===== config.mk =====
export PLATFORM = sky130hd
export DESIGN_NAME = ctrl_50mhz
export DESIGN_NICKNAME = d
export VERILOG_FILES = /design/src/rtl/ctrl_50mhz.sv
export SDC_FILE = /design/constraint.sdc
export NUM_CORES = 1
export LEC_CHECK = 0
export BUFFER_PORTS_ARGS = -buffer_cell sky130_fd_sc_hd__buf_2
export CORE_UTILIZATION = 51
export CTS_BUF_LIST = sky130_fd_sc_hd__clkbuf_4
export CTS_CLUSTER_SIZE = 40
export DETAILED_ROUTE_END_ITERATION = 12
export PLACE_DENSITY_LB_ADDON = 0.1
export SKIP_CTS_REPAIR_TIMING = 1
export SYNTH_ARGS = -nofsm -noshare
export SYNTH_HDL_FRONTEND = slang
export SYNTH_SLANG_ARGS = --single-unit

===== constraint.sdc =====
create_clock -name clk -period 4.1 [get_ports clk]
set_input_delay 0.41 -clock clk [delete_from_list [all_inputs] [get_ports clk]]
set_output_delay 0.41 -clock clk [all_outputs]
set_load 0.01 [all_outputs]

===== src/rtl/ctrl_50mhz.sv =====
// 50 MHz front end: deserialises framed serial bits, hunts for a header byte and
// pushes the following BYTES_PER_PKT payload bytes into the async FIFO.
module ctrl_50mhz #(
    parameter logic [7:0] HDR_A         = 8'hA5,
    parameter logic [7:0] HDR_B         = 8'hC3,
    parameter int         BYTES_PER_PKT = 4
) (
    input  logic       clk,
    input  logic       reset_n,
    input  logic       data_ena,
    input  logic       serial_data,
    input  logic       fifo_full,
    output logic       wr_fifo,
    output logic [7:0] fifo_data,
    output logic       in_packet,
    output logic       overflow
);

    localparam logic [3:0] LAST_BYTE = 4'(BYTES_PER_PKT - 1);

    typedef enum logic {
        HDR_SEARCH = 1'b0,
        PAYLOAD    = 1'b1
    } state_t;

    state_t     state, state_nxt;
    logic [6:0] shift_reg;
    logic [2:0] bit_cnt;
    logic [3:0] byte_cnt, byte_cnt_nxt;
    logic       byte_done;
    logic [7:0] byte_val;
    logic       pay_done;

    // Only the low 7 bits are kept: the completed byte is formed with the live bit.
    assign byte_done = data_ena && (bit_cnt == 3'd7);
    assign byte_val  = {shift_reg, serial_data};
    assign pay_done  = byte_done && (state == PAYLOAD);
    assign in_packet = (state == PAYLOAD);

    always_ff @(posedge clk or negedge reset_n) begin
        if (!reset_n) begin
            shift_reg <= '0;
            bit_cnt   <= '0;
        end else if (data_ena) begin
            shift_reg <= byte_val[6:0];
            bit_cnt   <= bit_cnt + 3'd1;
        end else begin
            bit_cnt   <= '0;
        end
    end

    always_comb begin
        state_nxt    = state;
        byte_cnt_nxt = byte_cnt;
        case (state)
            HDR_SEARCH: begin
                if (byte_done && (byte_val == HDR_A || byte_val == HDR_B)) begin
                    state_nxt    = PAYLOAD;
                    byte_cnt_nxt = '0;
                end
            end
            PAYLOAD: begin
                if (byte_done) begin
                    byte_cnt_nxt = byte_cnt + 4'd1;
                    if (byte_cnt == LAST_BYTE) state_nxt = HDR_SEARCH;
                end
            end
            default: begin
                state_nxt    = HDR_SEARCH;
                byte_cnt_nxt = '0;
            end
        endcase
    end

    always_ff @(posedge clk or negedge reset_n) begin
        if (!reset_n) begin
            state    <= HDR_SEARCH;
            byte_cnt <= '0;
        end else begin
            state    <= state_nxt;
            byte_cnt <= byte_cnt_nxt;
        end
    end

    // Dropped bytes still advance byte_cnt so packet framing is preserved.
    always_ff @(posedge clk or negedge reset_n) begin
        if (!reset_n) begin
            wr_fifo   <= 1'b0;
            overflow  <= 1'b0;
            fifo_data <= '0;
        end else begin
            wr_fifo  <= pay_done && !fifo_full;
            overflow <= pay_done && fifo_full;
            if (pay_done) fifo_data <= byte_val;
        end
    end

endmodule

==> impl_results.md <==
* Net count after synthesis at 87
* Post-synth top area share at 56.95%
* DP Worst Slack at 2.437 ns
* CTS tree: done
* Pleak at 0.6361 nW
* Final Wtd Congestion at approximately 0.81
* Final Max Tran Viols at 0
* CP Class: register to register
* CP Data Required Time at 4.32 ns
* Top_reg_cell synth: dfrtp_1
* Worst-path fanout max at 9
* Crit end category: register
* Die X at 48.41 um
* Num rows at 16
* Core Region at 2002 um^2
* Die Y at ~48 um
* Placed cells at 119
* Final setup margin at about 2.4 ns
* Largest register FFs at 8
* Full die area at 2344 um^2
* Peak VDD IR at roughly 0.00027 V
* Cell variety after synth at 25
* Sinks on Clock Net at 25
* Fillers at between 150 and 200
* RSZ-0062 raised after global routing: false
* Setup violators final at 0
* Antenna diode count at 0
* TritonCTS Buffers at 3
* Vias in the first global route at 676
* Crit path cell chain: ha_1 > ha_1 > nand3_1 > mux2_2
* CP arrival at 1.87 ns
* First-pass GRT wire length at 2891 um
* Post-DRT Antenna Nets at 0
* CP dominant cell by count: ha_1
* Drc violations at 0
* Max clock buf depth at 2
* Fin nets at 105
* Routed WL at 1663 um
* Pwr Density at around 360 nW/um^2
* Fmax at 605.0 MHz
* Asr flop ratio synth at 100.0%
* Delay of the slowest critical-path stage at 0.40 ns
* PortBufs at 15
* Fin cells at 123
* Outcome: completed
* Vias post-DR at 674
* Drt wl/cell at about 14 um
* First-pass DRT Iterations at 4
* Initial antenna violation count at 0
* GRT overflow at 0
* Ratio of cells with drive above 1 in the final layout at 33.33%
* Post-Syn Area at roughly 1100 um^2
* Worst Tran Pin Value at 0.5396 ns
* H-Tree Depth at 1
* Warnings from Yosys at 0
* All-Layer GR Usage at roughly 16%
* #FFs+latches synth at 25
* Initial DRC count at 5
* Worst skew pair latency at 0.31 ns
* Num ports at 16
* Initial Utilization at 54.88%
* Synth area leader: dfrtp_1
* CP startpoint kind: register
* Vias/cell at 5.480
* Post-DP HPWL at 1162 um
* Min Tclk post-route at 1.653 ns
* Mean Syn Cell Area at 13.91 um^2
* Area grow syn2layout at 11.62%
* Largest net degree at the start of global routing at 26
* Top area cells in the synthesized netlist: dfrtp_1, mux2_2, mux2_1, ha_1, a2111oi_4
* Root Driver: clkbuf_4
* Clock-pin slew on the worst setup and hold paths at 0.13 ns
* Sum Neg Setup Slack at 0 ns
* Final worst path period share at 40.31%
* EDFF count, synth at 0
* Max-slew headroom at 64.03%
* Sequential cell area fraction in the yosys report at 56.95%
* Tightest Hold Check Type: input pin to async pin
* Pwr Total at around 0.44 mW
* Clock Skew at between 0.004 and 0.005 ns
* MaxCap Viol Count at 0
* Final hold viol count at 0
* Mapped Cells at 79
* Slowest stage cell, crit path: dfrtp_1
==> cells by family (layout without fill, tap and decap cells) <==
kind of cell	Yosys count	count (layout)	synth area share, %
buf+inv	4	21	1.480
compound gates	8	8	6.948
simple gates	22	22	13.90
flops	25	25	56.95
fa+ha+maj	3	3	3.417
mux	17	17	17.31
==> metal layers <==
| metal | vias to the layer above | part of all wire [%] | global-route usage [%] |
|---|---|---|---|
| met1 | 337 | 48 | 20.68 |
| met2 | 16 | 47 | 25.82 |
| li1 | 321 | - | - |
| met3 | 0 | 4.8 | 3.459 |
| met4 | 0 | 0 | 7.843 |
| met5 | - | 0 | 0 |
==> layout by cell type (no fill, tap or decap), types with 3 or more instances in the layout <==
| master | synthesis | layout |
|---|---|---|
| ha_1 | 3 | 3 |
| nand2_1 | 5 | 5 |
| buf_2 | 1 | 15 |
| mux2_2 | 11 | 11 |
| dfrtp_1 | 25 | 25 |
| and2_1 | 3 | 3 |
| mux2_1 | 5 | 5 |
| clkbuf_4 | 0 | 3 |
==> final cells by class <==
type / count / area (um^2) / area share (%)
inverters: 2 / 7.507 / 0.6122
flip-flops and latches: 25 / 625.6 / 51.02
multi-input cells: 50 / 456.7 / 37.24
clock buffers: 3 / 22.52 / 1.837
well taps: 27 / 33.78 / 2.755
repair buffers: 15 / 75.07 / 6.122
clock inverters: 1 / 5.005 / 0.4082
==> critical path, delay by kind of cell, from the launching register on <==
family | cells | cell delay, ns
DFF | 1 | 0.40
muxes | 1 | 0.39
adders and majority gates | 2 | 0.43
and+or+nand+nor | 1 | 0.34
==> synth_stat cells (2+ instances only) <==
cell      instances
mux2_1            5
nand2b_1          2
and2_1            3
o21ai_1           2
o311ai_1          2
nand4b_1          2
nand3_1           2
ha_1              3
mux2_2           11
nor2b_1           2
nor2_1            2
inv_1             2
nand2_1           5
dfrtp_1          25
==> stage by stage <==
step	util (%)	hold slack [ns]	cell area [um^2]
2_1_floorplan	-	0.1144	1099
3_3_place_gp	59.88	0.4172	1199
3_5_place_dp	59.88	0.4255	1199
4_1_cts	61.25	0.06598	1226
5_1_grt	61.25	0.07296	1226
6_report	61.25	0.05561	1226
==> path summary, 6_finish.rpt <==
check                                     start                       end  slack (ns)  cells after the start
max reg2reg                bit_cnt[0]$_DFF_PN0_  fifo_data[0]$_DFFE_PN0P_        2.45                      4
min                                     reset_n  fifo_data[7]$_DFFE_PN0P_        0.06                      1
max in group asynchronous               reset_n      bit_cnt[0]$_DFF_PN0_        3.68                      1
min reg2reg                bit_cnt[0]$_DFF_PN0_      bit_cnt[0]$_DFF_PN0_        0.44                      1
min in group clk                      fifo_full         wr_fifo$_DFF_PN0_        0.23                      2
max                        bit_cnt[0]$_DFF_PN0_  fifo_data[0]$_DFFE_PN0P_        2.45                      4
==> power breakdown <==
group	switching [mW]	leakage [nW]	internal [mW]
clock	0.0713	0.0177	0.0364
combinational	0.0164	0.308	0.0254
sequential	0.0231	0.311	0.266
total	0.111	0.636	0.327
Power figures use the tool's default switching activity.
